--- src/rtl/am2910_seq.sv ---
// Am2910-compatible microprogram sequencer: selects the next microcode address
// from microPC, register/counter R, the direct input D or the return stack.
module am2910_seq #(
    parameter int AW     = 12,
    parameter int SDEPTH = 5
) (
    input  logic          cp,
    input  logic          rst,
    input  logic [3:0]    i,
    input  logic          cc_n,
    input  logic          ccen_n,
    input  logic          ci,
    input  logic          rld_n,
    input  logic [AW-1:0] d,
    output logic [AW-1:0] y,
    output logic          pl_n,
    output logic          map_n,
    output logic          vect_n,
    output logic          full_n
);

    localparam int SPW = $clog2(SDEPTH + 1);
    localparam logic [SPW-1:0] SP_FULL = SPW'(SDEPTH);
    localparam logic [SPW-1:0] SP_ONE  = SPW'(1);
    localparam logic [AW-1:0]  A_ZERO  = {AW{1'b0}};
    localparam logic [AW-1:0]  A_ONE   = {{(AW-1){1'b0}}, 1'b1};

    typedef enum logic [3:0] {
        JZ   = 4'd0,
        CJS  = 4'd1,
        JMAP = 4'd2,
        CJP  = 4'd3,
        PUSH = 4'd4,
        JSRP = 4'd5,
        CJV  = 4'd6,
        JRP  = 4'd7,
        RFCT = 4'd8,
        RPCT = 4'd9,
        CRTN = 4'd10,
        CJPP = 4'd11,
        LDCT = 4'd12,
        LOOP = 4'd13,
        CONT = 4'd14,
        TWB  = 4'd15
    } instr_t;

    logic [AW-1:0]  upc_r;
    logic [AW-1:0]  r_r;
    logic [SPW-1:0] sp_r;
    logic [AW-1:0]  stack_r [SDEPTH];
    logic [AW-1:0]  last_wr_r;
    logic           full_n_r;

    instr_t         instr_s;
    logic           pass_s;
    logic           r_zero_s;
    logic [SPW-1:0] tos_idx_s;
    logic [SPW-1:0] push_idx_s;
    logic [SPW-1:0] sp_next_s;
    logic [AW-1:0]  tos_s;
    logic [AW-1:0]  y_s;
    logic           push_s;
    logic           pop_s;
    logic           clr_s;
    logic           r_dec_s;
    logic           r_ld_s;

    assign instr_s  = instr_t'(i);
    assign pass_s   = ccen_n | ~cc_n;
    assign r_zero_s = (r_r == A_ZERO);

    // Top-of-stack read; an empty stack still presents the most recently pushed value.
    always_comb begin
        tos_idx_s  = sp_r - SP_ONE;
        push_idx_s = sp_r;
        tos_s      = last_wr_r;
        if (sp_r == SP_FULL) begin
            push_idx_s = SP_FULL - SP_ONE;
        end else begin
            push_idx_s = sp_r;
        end
        if (sp_r != {SPW{1'b0}}) begin
            tos_s = stack_r[tos_idx_s];
        end else begin
            tos_s = last_wr_r;
        end
    end

    // Instruction decode: next address plus stack and R side effects.
    always_comb begin
        y_s     = upc_r;
        push_s  = 1'b0;
        pop_s   = 1'b0;
        clr_s   = 1'b0;
        r_dec_s = 1'b0;
        r_ld_s  = 1'b0;
        case (instr_s)
            JZ: begin
                y_s   = A_ZERO;
                clr_s = 1'b1;
            end
            CJS: begin
                if (pass_s) begin
                    y_s    = d;
                    push_s = 1'b1;
                end else begin
                    y_s = upc_r;
                end
            end
            JMAP: y_s = d;
            CJP, CJV: begin
                if (pass_s) begin
                    y_s = d;
                end else begin
                    y_s = upc_r;
                end
            end
            PUSH: begin
                y_s    = upc_r;
                push_s = 1'b1;
                r_ld_s = pass_s;
            end
            JSRP: begin
                push_s = 1'b1;
                if (pass_s) begin
                    y_s = d;
                end else begin
                    y_s = r_r;
                end
            end
            JRP: begin
                if (pass_s) begin
                    y_s = d;
                end else begin
                    y_s = r_r;
                end
            end
            RFCT: begin
                if (!r_zero_s) begin
                    y_s     = tos_s;
                    r_dec_s = 1'b1;
                end else begin
                    y_s   = upc_r;
                    pop_s = 1'b1;
                end
            end
            RPCT: begin
                if (!r_zero_s) begin
                    y_s     = d;
                    r_dec_s = 1'b1;
                end else begin
                    y_s = upc_r;
                end
            end
            CRTN: begin
                if (pass_s) begin
                    y_s   = tos_s;
                    pop_s = 1'b1;
                end else begin
                    y_s = upc_r;
                end
            end
            CJPP: begin
                if (pass_s) begin
                    y_s   = d;
                    pop_s = 1'b1;
                end else begin
                    y_s = upc_r;
                end
            end
            LDCT: begin
                y_s    = upc_r;
                r_ld_s = 1'b1;
            end
            LOOP: begin
                if (pass_s) begin
                    y_s   = upc_r;
                    pop_s = 1'b1;
                end else begin
                    y_s = tos_s;
                end
            end
            CONT: y_s = upc_r;
            TWB: begin
                if (pass_s) begin
                    y_s   = upc_r;
                    pop_s = 1'b1;
                end else if (!r_zero_s) begin
                    y_s     = tos_s;
                    r_dec_s = 1'b1;
                end else begin
                    y_s   = d;
                    pop_s = 1'b1;
                end
            end
            default: y_s = upc_r;
        endcase
    end

    // Stack pointer update; a push on a full stack overwrites TOS without moving SP.
    always_comb begin
        sp_next_s = sp_r;
        if (clr_s) begin
            sp_next_s = {SPW{1'b0}};
        end else if (push_s) begin
            if (sp_r != SP_FULL) begin
                sp_next_s = sp_r + SP_ONE;
            end else begin
                sp_next_s = sp_r;
            end
        end else if (pop_s) begin
            if (sp_r != {SPW{1'b0}}) begin
                sp_next_s = sp_r - SP_ONE;
            end else begin
                sp_next_s = sp_r;
            end
        end else begin
            sp_next_s = sp_r;
        end
    end

    // Sequencer state: microPC, R, stack and the registered full flag.
    always_ff @(posedge cp or posedge rst) begin
        if (rst) begin
            upc_r     <= A_ZERO;
            r_r       <= A_ZERO;
            sp_r      <= {SPW{1'b0}};
            last_wr_r <= A_ZERO;
            full_n_r  <= 1'b1;
            for (int k = 0; k < SDEPTH; k++) begin
                stack_r[k] <= A_ZERO;
            end
        end else begin
            upc_r    <= y_s + {{(AW-1){1'b0}}, ci};
            sp_r     <= sp_next_s;
            full_n_r <= (sp_next_s != SP_FULL);
            // An external load always wins over the counter decrement.
            if (!rld_n || r_ld_s) begin
                r_r <= d;
            end else if (r_dec_s) begin
                r_r <= r_r - A_ONE;
            end
            if (push_s) begin
                stack_r[push_idx_s] <= upc_r;
                last_wr_r           <= upc_r;
            end
        end
    end

    assign y      = y_s;
    assign map_n  = (i != 4'd2);
    assign vect_n = (i != 4'd6);
    assign pl_n   = (i == 4'd2) || (i == 4'd6);
    assign full_n = full_n_r;

endmodule
--- config.mk ---
export PLATFORM = sky130hd
export DESIGN_NAME = am2910_seq
export DESIGN_NICKNAME = d
export VERILOG_FILES = /design/src/rtl/am2910_seq.sv
export SDC_FILE = /design/constraint.sdc
export NUM_CORES = 1
export LEC_CHECK = 0
export CAP_MARGIN = 20
export CORE_MARGIN = 5
export CORE_UTILIZATION = 35
export CTS_CLUSTER_SIZE = 20
export DETAILED_ROUTE_END_ITERATION = 8
export HOLD_SLACK_MARGIN = 0.03
export PLACE_DENSITY_LB_ADDON = 0.15
export SKIP_CTS_REPAIR_TIMING = 1
export SLEW_MARGIN = 15
export SYNTH_ARGS = -nofsm -noshare
export SYNTH_HDL_FRONTEND = slang
export SYNTH_SLANG_ARGS = --single-unit
--- constraint.sdc ---
create_clock -name cp -period 4.12 [get_ports cp]
set_input_delay 0.618 -clock cp [delete_from_list [all_inputs] [get_ports cp]]
set_output_delay 0.618 -clock cp [all_outputs]
set_load 0.02 [all_outputs]
# After elaboration in Yosys (flattened, before gate mapping)
# Cells that the tools add are included.
dict set report totals {
  word_cells 89
  input_bits 22
  ff_bits 100
  out_inout_bits 16
}
dict set report op_classes {
  muxes 34
  n_bitwise 4
  magnitude_cmp 3
  reduce_logical 14
  add_sub_neg 4
  eq_ne 20
}
# cell n
set ops {}
lappend ops {{two-way mux 12 bit} 14}
lappend ops {{case mux 12 bit (10 select lines)} 1}
lappend ops {{bitwise mux 60 bit} 1}
lappend ops {{binary-select mux 12 bit (select 3 bit)} 1}
lappend ops {{demux 12 bit (select 3 bit)} 1}
lappend ops {{equality test 4 bit (second input constant)} 8}
lappend ops {{two-way mux 3 bit} 6}
lappend ops {{equality test 4 x 3 -> 1 bit (second input constant)} 4}
lappend ops {{adder 12 x 1 -> 12 bit} 1}
lappend ops {{logical NOT 12 bit} 1}
lappend ops {{subtractor 12 x 1 -> 12 bit (second input constant)} 1}
lappend ops {{equality test 4 x 2 -> 1 bit (second input constant)} 2}
lappend ops {{greater-or-equal comparator 4 bit (second input constant)} 2}
lappend ops {{NOT 3 -> 4 bit} 2}
lappend ops {{two-way mux 1 bit} 6}
lappend ops {{!= test 3 bit (second input constant)} 2}
lappend ops {{case mux 1 bit (2 select lines)} 3}
lappend ops {{OR reduction 2 bit} 3}
lappend ops {{OR reduction 3 bit} 2}
lappend ops {{equality test 4 x 1 -> 1 bit (second input constant)} 1}
lappend ops {{logical NOT 4 bit} 1}
lappend ops {{< comparator 4 x 1 -> 1 bit (second input constant)} 1}
lappend ops {{!= test 4 x 2 -> 1 bit (second input constant)} 1}
lappend ops {{!= test 4 x 3 -> 1 bit (second input constant)} 1}
lappend ops {{other kinds (12)} 13}

# Depth between registers and ports, before layout
# Gate-level depths: netlist of the first run.
dict set report logic_depth {
  ltp_word 10
  depth_mapped 19
  ltp_nobuf 15
}

# Worst setup path before layout of the first run
# OpenSTA, ideal clock, no wires.
dict set report synth_timing {
  path_type {register -> register}
  from {reg sp_r[0]}
  to {reg upc_r[10]}
  n_path_buf 4
  t_required_ps 3972
  arrival_time_ps 4248
  setup_ps 148
  stages_incl_launch_ff 19
  setup_slack_ps -276
  period_less_slack_ps 4396
  cell_sequence {dfrtp_1 buf_2 clkbuf_1 inv_1 ha_1 clkbuf_1 clkbuf_1 mux4_2 nand2b_1 a21oi_1 a21oi_1 o21ai_0 a221oi_1 nand2_1 ha_1 ha_1 nand4_1 nor3_1 xor2_1}
}
dict set report synth_via {
  elab_chain_cells 10
  elab_cells_between_ends 14
  classes_between {add/sub (2); mux (10); bitwise (1); reduce/logical (1)}
}
# element line
set synth_lines {}
lappend synth_lines {{from (decl)} 49} ;# logic [SPW-1:0] sp_r;
lappend synth_lines {{from (signal assigned)} 227} ;# sp_r <= {SPW{1'b0}};
lappend synth_lines {{from (signal assigned)} 235} ;# sp_r <= sp_next_s;
lappend synth_lines {{subtractor 3 x 1 -> 3 bit} 74} ;# tos_idx_s = sp_r - SP_ONE;
lappend synth_lines {{NOT 3 -> 4 bit (not written as such)} 83} ;# tos_s = stack_r[tos_idx_s];
lappend synth_lines {{binary-select mux 12 bit (select 3 bit)} 83}
lappend synth_lines {{two-way mux 12 bit (not written as such) (2 in series)} 83}
lappend synth_lines {{two-way mux 12 bit *} 82} ;# if (sp_r != {SPW{1'b0}}) begin
lappend synth_lines {{two-way mux 12 bit} 188} ;# end else if (!r_zero_s) begin
lappend synth_lines {{two-way mux 12 bit} 185} ;# if (pass_s) begin
lappend synth_lines {{case mux 12 bit (10 select lines) *} 97} ;# case (instr_s)
lappend synth_lines {{named net y[0]} 15} ;# output logic [AW-1:0] y,
lappend synth_lines {{adder 12 x 1 -> 12 bit *} 234} ;# upc_r <= y_s + {{(AW-1){1'b0}}, ci};
lappend synth_lines {{to (signal assigned)} 234}
lappend synth_lines {{to (decl)} 47} ;# logic [AW-1:0] upc_r;
# The timed path passes the listed nets; every way through them passes the cells marked *. The select of a mux whose other input is x is not followed.
# A chain may end at the register's enable or synchronous reset.

# Worst setup path after layout of the first run
dict set report layout_timing {
  from {reg r_r[1]}
  to {out y[3]}
}
dict set report layout_via {
  elab_chain_cells 4
  elab_cells_between_ends 6
  classes_between {mux (5); reduce/logical (1)}
}
# element line
set layout_lines {}
lappend layout_lines {{from (decl)} 48} ;# logic [AW-1:0] r_r;
lappend layout_lines {{from (signal assigned)} 241} ;# r_r <= r_r - A_ONE;
lappend layout_lines {{logical NOT 12 bit *} 70} ;# assign r_zero_s = (r_r == A_ZERO);
lappend layout_lines {{two-way mux 12 bit} 188}
lappend layout_lines {{two-way mux 12 bit} 185}
lappend layout_lines {{case mux 12 bit (10 select lines) *} 97}
lappend layout_lines {{to (decl)} 15}
# Every way passes the cells marked *; elsewhere a longest branch is shown, timed or not.

==> out/results.ini, run 1 <==
[run_status]
run_status = finished, final reports clean

[timing]
layout_setup_ws_ns = 0.1257
rsz0062_at_grt = no
tightest_slew_ns = 0.7557
max_slew_margin_pct = 49.62
skew_ns = 0.01163
finalCriticalPeriod_ns = 3.994
period_share_pct = 96.95
timing.hold.ws_ns = 0.4803
setup_violations = 0
hold_viol_final = 0
clock.fmax_mhz = 250.4
drv_slew = 0

[route]
vias = 4915
first_pass_iters = 5
drt_iter0_drc = 382
wirelength_mm = 18.46
antenna_left = 0
vias_per_cell = 5.624
routedWlPerCell_um = 21.12
drc = 0

[finish]
finish.utilization_pct = 43.15
drive_gt1_share_pct = 25.99
stdcell_count = 874
insertedDiodeCount = 0
synthToLayoutAreaGrowth_pct = 20.18
nets = 679

[worst_hold_path]
holdCritPathClass = reg -> reg

[power_and_ir_drop]
ir_worst_vdd_mv = 0.2743
clkPwrFrac_pct = 20.5
p_seq_share_pct = 38.9
p_sw_share_pct = 37.23
p_leak_uw = 0.003188
p_comb_share_pct = 40.7
cellPowerDensity_mw_per_mm2 = 579.0
cell_internal_pwr_uw = 2619
p_switching_uw = 1553
power_uw = 4173

[flow_run]
maxCapViolCount = 0

[floorplan]
row_count = 47
die_x_um = 140.9
num_io_pins = 38
die_area_mm2 = 0.01985
die_y_um = 140.9
start_util_pct = 35.91
core_area_mm2 = 0.01670

[global_route]
grt_max_degree = 86
grt_overflow = 0
grt_pass1_vias = 4992
antenna_found_initial = 0
grtUsageTotal_pct = 18.97
grt_pass1_wl_mm = 29.33

[placed_design]
place_inst = 858
numPortBuffers = 37
routabilityCongestion = 0.9056
dp_hpwl_mm = 14.13
place_ws_ns = 0.1338

[clock_network]
cts_root_buffer = clkbuf_16
clk_latency_ns = 0.36
cts_tree = yes
h-tree-depth = 3
clkTransAtPathRegs_ns = 0.08
cts_buffer_depth = 2
cts_buffers = 9
cts.sinks = 100

[critical_path]
crit_type = reg -> out
slowest_delay_ns = 0.61
endpoint_kind = output pin
crit_chain = inv_1 > ha_1 > or3b_2 > or4_4 > o2111ai_2 > nand4_1 > nand3_2 > clkdlybuf4s50_1
worst_ep_required_time_ns = 3.50
crit_arrival_ns = 3.38
slowest_stage = clkdlybuf4s50_1
worstPathMaxFanout = 14
cp-start-kind = flip-flop

[logic_synthesis]
syn_avg_cell_area_um2 = 10.15
synth-seq-cells = 100
synthArstFlopShare_pct = 100.0
ys_warn_count = 0
synthCells = 591
synth_flop_cell = dfrtp_1
ys_types = 72
syn-num-nets = 621
ys_seq_area_share_pct = 41.75
syn_area_mm2 = 0.005997
synth_edf_count = 0

## metrics by stage
stage          instance area, um^2  TNS [ns]
4_1_cts                       7168  -0.05241
2_1_floorplan                 6001         0
3_3_place_gp                  6863         0
5_1_grt                       7207         0
3_5_place_dp                  6863         0
6_report                      7207         0
## sequential cells by signal, indices dropped and copies added (netlist names)
name / count
full_n: 1
r_r: 12
upc_r: 12
stack_r: 60
sp_r: 3
last_wr_r: 12
## path summary, 6_finish.rpt
check                                   start            end  slack, ns  cells after the start
min in group asynchronous                 rst    stack_r[28]       0.77                      2
worst min-delay path            last_wr_r[10]  last_wr_r[10]       0.48                      2
worst min register to register  last_wr_r[10]  last_wr_r[10]       0.48                      2
max in group asynchronous                 rst       upc_r[1]       2.60                      3
worst max register to register         r_r[1]      upc_r[11]       0.43                     15
worst max-delay path                   r_r[1]           y[3]       0.13                      8
## layer usage
| layer | part of all wire [%] | vias up | track usage, % |
|---|---|---|---|
| met1 | 44 | 2446 | 24.69 |
| met4 | 4.1 | 0 | 7.343 |
| met2 | 48 | 146 | 30.92 |
| met3 | 4.1 | 43 | 4.131 |
| met5 | 0 | - | 0 |
| li1 | - | 2280 | - |
## area by class of cell
class | count | area, um^2
Fill cell | 1668 | 9494
Multi-Input combinational cell | 443 | 3316
Sequential cell | 100 | 2504
Timing Repair Buffer | 85 | 764.5
Tap cell | 220 | 275.3
Clock buffer | 9 | 225.2
Clock inverter | 7 | 80.08
Inverter | 10 | 42.54
## synthesized netlist by cell type, types with 3 or more instances
| master | n | area [um^2] |
|---|---|---|
| dfrtp_1 | 99 | 2477 |
| nand2_1 | 92 | 345.3 |
| mux2_2 | 64 | 720.7 |
| o21ai_0 | 34 | 170.2 |
| nor2_1 | 28 | 105.1 |
| clkbuf_1 | 25 | 93.84 |
| a21oi_1 | 19 | 95.09 |
| mux4_2 | 12 | 270.3 |
| xnor2_1 | 12 | 105.1 |
| nand3_1 | 11 | 55.05 |
| xor2_1 | 11 | 96.34 |
| inv_1 | 10 | 37.54 |
| nor3_1 | 10 | 50.05 |
| o211ai_1 | 9 | 67.56 |
| ha_1 | 8 | 100.1 |
| a22oi_1 | 7 | 52.55 |
| nand2b_1 | 7 | 43.79 |
| nand3b_1 | 7 | 52.55 |
| a31oi_1 | 6 | 37.54 |
| buf_1 | 6 | 22.52 |
| nand4_1 | 6 | 37.54 |
| a221o_1 | 5 | 50.05 |
| and2_1 | 5 | 31.28 |
| nor2b_1 | 5 | 31.28 |
| or3_1 | 5 | 31.28 |
| a22o_1 | 4 | 35.03 |
| buf_2 | 4 | 20.02 |
| mux2i_1 | 4 | 40.04 |
| nor4_1 | 4 | 25.02 |
| o2111ai_1 | 4 | 35.03 |
| a221oi_1 | 3 | 26.28 |
| a2bb2oi_1 | 3 | 26.28 |
| a32oi_1 | 3 | 26.28 |
| and3_1 | 3 | 18.77 |
| nor3b_1 | 3 | 22.52 |
| o31ai_1 | 3 | 22.52 |
| or2_2 | 3 | 18.77 |
## power by group through the flow
stage | Clock (uW) | Combinational, uW | Sequential, uW
after floorplan | 0 | 1220 | 1500
after global placement | 0 | 1680 | 1620
after detailed placement | 0 | 1700 | 1640
after CTS | 877 | 1710 | 1620
after global routing | 914 | 1860 | 1670
final | 854 | 1700 | 1620
## cell usage in the layout, fill, tap and decap left out, types with 9 or more instances in the layout
cell / synthesis / layout
clkbuf_16: 0 / 9
nand3_1: 11 / 11
clkdlybuf4s50_1: 0 / 30
xnor2_1: 12 / 12
dfrtp_1: 99 / 99
a21oi_1: 19 / 19
mux4_2: 12 / 12
mux2_2: 64 / 64
buf_4: 1 / 46
xor2_1: 11 / 11
inv_1: 10 / 9
nor3_1: 10 / 10
nand2_1: 92 / 92
nor2_1: 28 / 28
o211ai_1: 9 / 9
o21ai_0: 34 / 34
## worst max-delay path: cells and delay by family, from the launching register on
| family | cells | cell delay [ns] |
|---|---|---|
| simple gates | 4 | 1.39 |
| flops | 1 | 0.40 |
| compound gates | 1 | 0.28 |
| buf+inv | 2 | 0.74 |
| fa+ha+maj | 1 | 0.19 |
## cell families (layout without fill, tap and decap cells)
family,Yosys count,in the layout,share of synthesized area (%)
buffers and inverters,48,111,3.401
DFF,100,100,41.75
and+or+nand+nor,208,208,18.21
adders and majority gates,8,8,1.669
AOI/OAI and AO/OA,124,124,14.42
muxes,80,80,17.19
xor gates and xnor gates,23,23,3.359
(Power assumes the default switching activity.)
==> inputs of run 2 (changes only) <==
--- a/config.mk
+++ b/config.mk
@@ -10,8 +10,8 @@
 export CORE_UTILIZATION = 35
 export CTS_CLUSTER_SIZE = 20
 export DETAILED_ROUTE_END_ITERATION = 8
-export HOLD_SLACK_MARGIN = 0.03
-export PLACE_DENSITY_LB_ADDON = 0.15
+export HOLD_SLACK_MARGIN = 0.02
+export PLACE_DENSITY = 0.6
 export SKIP_CTS_REPAIR_TIMING = 1
 export SLEW_MARGIN = 15
 export SYNTH_ARGS = -nofsm -noshare
==> constraint.sdc (replaced) <==
create_clock -name cp -period 4.12 [get_ports cp]
set_input_delay 0.824 -clock cp [delete_from_list [all_inputs] [get_ports cp]]
set_output_delay 0.824 -clock cp [all_outputs]
set_load 0.02 [all_outputs]
==> run 2 against run 1 <==
  * Clock skew is 0.0042 ns lower
  * Critical path type unchanged
  * Critical endpoint is now y[10]
  * Largest power group unchanged
  * Count of clock-buffer cells in the layout is 1 higher
  * Critical path depth rose by 1
==> out/results.ini, run 2 (same netlist as run 1, synthesis figures left out) <==
[run_status]
run_status = finished, final reports clean

[floorplan]
die_y_um = 140.9  ; unchanged
num_io_pins = 38  ; unchanged
die_area_mm2 = 0.01985  ; unchanged
die_x_um = 140.9  ; unchanged
row_count = 47  ; unchanged
start_util_pct = 35.91  ; unchanged
core_area_mm2 = 0.01670  ; unchanged

[global_route]
met2_usage_pct = 32.64  ; +1.7 points
grt_pass1_vias = 5328  ; +6.7%
grt_pass1_wl_mm = 29.83  ; +1.7%
grtUsageMet3_pct = 3.725  ; -0.41 points
grtUsageTotal_pct = 19.15  ; +0.18 points
grt_busiest_layer = met2
use_met1_pct = 24.14  ; -0.55 points
grt_overflow = 0  ; unchanged
antenna_found_initial = 0  ; unchanged
grt_max_degree = 61  ; -29%

[flow_run]
maxCapViolCount = 0  ; unchanged

[critical_path]
crit_arrival_ns = 3.14  ; -0.24 ns
worstPathMaxFanout = 7  ; -7
endpoint = y[10]
crit_type = reg -> out
crit_chain = inv_1 > ha_1 > or3b_4 > or4_4 > o211ai_1 > buf_4 > a22oi_1 > o211ai_1 > dlymetal6s2s_1
slowest_delay_ns = 0.61  ; about the same
startpoint = r_r[1]
crit_buf_inv = 3  ; +1
reg2reg_from = r_r[1]
endpoint_kind = output pin
regToRegSetupSlack_ns = 0.30  ; -0.13 ns
worst_ep_required_time_ns = 3.30  ; -0.20 ns
timing.rr.end = upc_r[11]
slowest_stage = or4_4
cpMostUsedCell = o211ai_1
cp_top_family = simple AND/OR/NAND/NOR gates
path_depth = 9  ; +1
ff2ff_path_depth = 16  ; +1
cp-start-kind = flip-flop

[finish]
nets = 722  ; +6.3%
final_common_cell = dfrtp_1
most-common-layout-cells = dfrtp_1, nand2_1, buf_4, mux2_2, o21ai_0
stdcell_count = 916  ; +4.8%
drive_gt1_share_pct = 30.03  ; +4.0 points
insertedDiodeCount = 0  ; unchanged
regMostFlops = stack_r
synthToLayoutAreaGrowth_pct = 25.37
largest_reg_flops = 60  ; unchanged
n_fill_cell = 1596  ; -4.3%

[timing]
setup_violations = 0  ; unchanged
skew_ns = 0.007453  ; -0.004175 ns
clock.fmax_mhz = 252.5  ; +0.86%
finalCriticalPeriod_ns = 3.960  ; -0.03414 ns
tightest_slew_ns = 0.7723  ; +0.01659 ns
drv_slew = 0  ; unchanged
rsz0062_at_grt = no
hold_viol_final = 0  ; unchanged
max_slew_margin_pct = 48.51  ; -1.1 points
period_share_pct = 96.12  ; -0.83 points

[power_and_ir_drop]
power_uw = 4174  ; about the same
cell_internal_pwr_uw = 2639  ; +0.76%
p_sw_share_pct = 36.77  ; -0.46 points
ir_worst_vdd_mv = 0.2958  ; +7.8%
p_leak_uw = 0.003453  ; +8.3%
cellPowerDensity_mw_per_mm2 = 555.2  ; -4.1%
p_switching_uw = 1535  ; -1.2%
p_comb_share_pct = 41.9  ; +1.2 points
p_seq_share_pct = 39.1  ; +0.2 points
clkPwrFrac_pct = 19.0  ; -1.5 points

[route]
wirelength_mm = 18.86  ; +2.2%
first_pass_iters = 5  ; unchanged
vias_per_cell = 5.667  ; +0.77%
vias = 5191  ; +5.6%
routedWlPerCell_um = 20.59  ; -2.5%
antenna_left = 0  ; unchanged
drt_iter0_drc = 467  ; +22%
drc = 0  ; unchanged

[clock_network]
cts_root_buffer = clkbuf_16
cts_buffers = 9  ; unchanged
clk_latency_ns = 0.35  ; about the same
clkTransAtPathRegs_ns = 0.07  ; about the same
h-tree-depth = 3  ; unchanged
cts_buffer_depth = 2  ; unchanged
cts_tree = yes
cts.sinks = 100  ; unchanged

[placed_design]
dp_hpwl_mm = 14.38  ; +1.8%
place_inst = 899  ; +4.8%
routabilityCongestion = 1.024  ; +13%
numPortBuffers = 37  ; unchanged

[worst_hold_path]
holdCritPathClass = reg -> reg

## run 2: final cells by class
type	instances	area (um^2)	share of cell area, %
Sequential cell	100	2504	33.30
Clock buffer	10	229.0	3.045
Clock inverter	5	43.79	0.5825
Timing Repair Buffer	127	1105	14.69
Tap cell	220	275.3	3.661
Multi-Input combinational cell	444	3322	44.18
Inverter	10	40.04	0.5325
## run 2: stage by stage
| step | worst slack, ns | hold slack, ns | TNS (ns) | area, um^2 | util, % |
|---|---|---|---|---|---|
| 6_report | 0.1598 | 0.4779 | 0 | 7518 | 45.02 |
| 3_5_place_dp | -0.2348 | 0.4629 | -0.9145 | 7183 | 43.01 |
| 2_1_floorplan | 0.1194 | 0.4380 | 0 | 6001 | - |
| 5_1_grt | 0.05020 | 0.4903 | 0 | 7518 | 45.02 |
| 3_3_place_gp | -0.1738 | 0.4549 | -0.6240 | 7183 | 43.01 |
| 4_1_cts | -0.3240 | 0.4800 | -2.313 | 7456 | 44.64 |
## run 2: power by group through the flow
stage          sequential (uW)  combinational (uW)  clock [uW]
2_1_floorplan             1500                1220           0
3_5_place_dp              1640                1760           0
5_1_grt                   1680                1910         858
6_report                  1630                1750         794
3_3_place_gp              1610                1720           0
4_1_cts                   1620                1770         820
## run 2: worst min path at each step
stage | from | end | slack [ns] | depth (start not counted)
floorplan | last_wr_r[1] | last_wr_r[1] | 0.44 | 2
global placement | last_wr_r[1] | last_wr_r[1] | 0.45 | 2
detailed placement | last_wr_r[4] | last_wr_r[4] | 0.46 | 2
CTS | last_wr_r[4] | last_wr_r[4] | 0.48 | 2
global route | last_wr_r[4] | last_wr_r[4] | 0.49 | 2
finish | last_wr_r[4] | last_wr_r[4] | 0.48 | 2
## run 2: per-layer routing
layer	vias up	share of wire [%]	routed length [um]
met1	2597	43	8094
met4	0	3.3	622
met2	178	49	9159
met3	36	5.2	982
li1	2380	-	-
met5	-	0	0
## run 2: worst min-delay path, cell delays in order (launching register included)
cell,delay (ns)
dfrtp_1,0.35
nand2_1,0.05
nand2_1,0.05
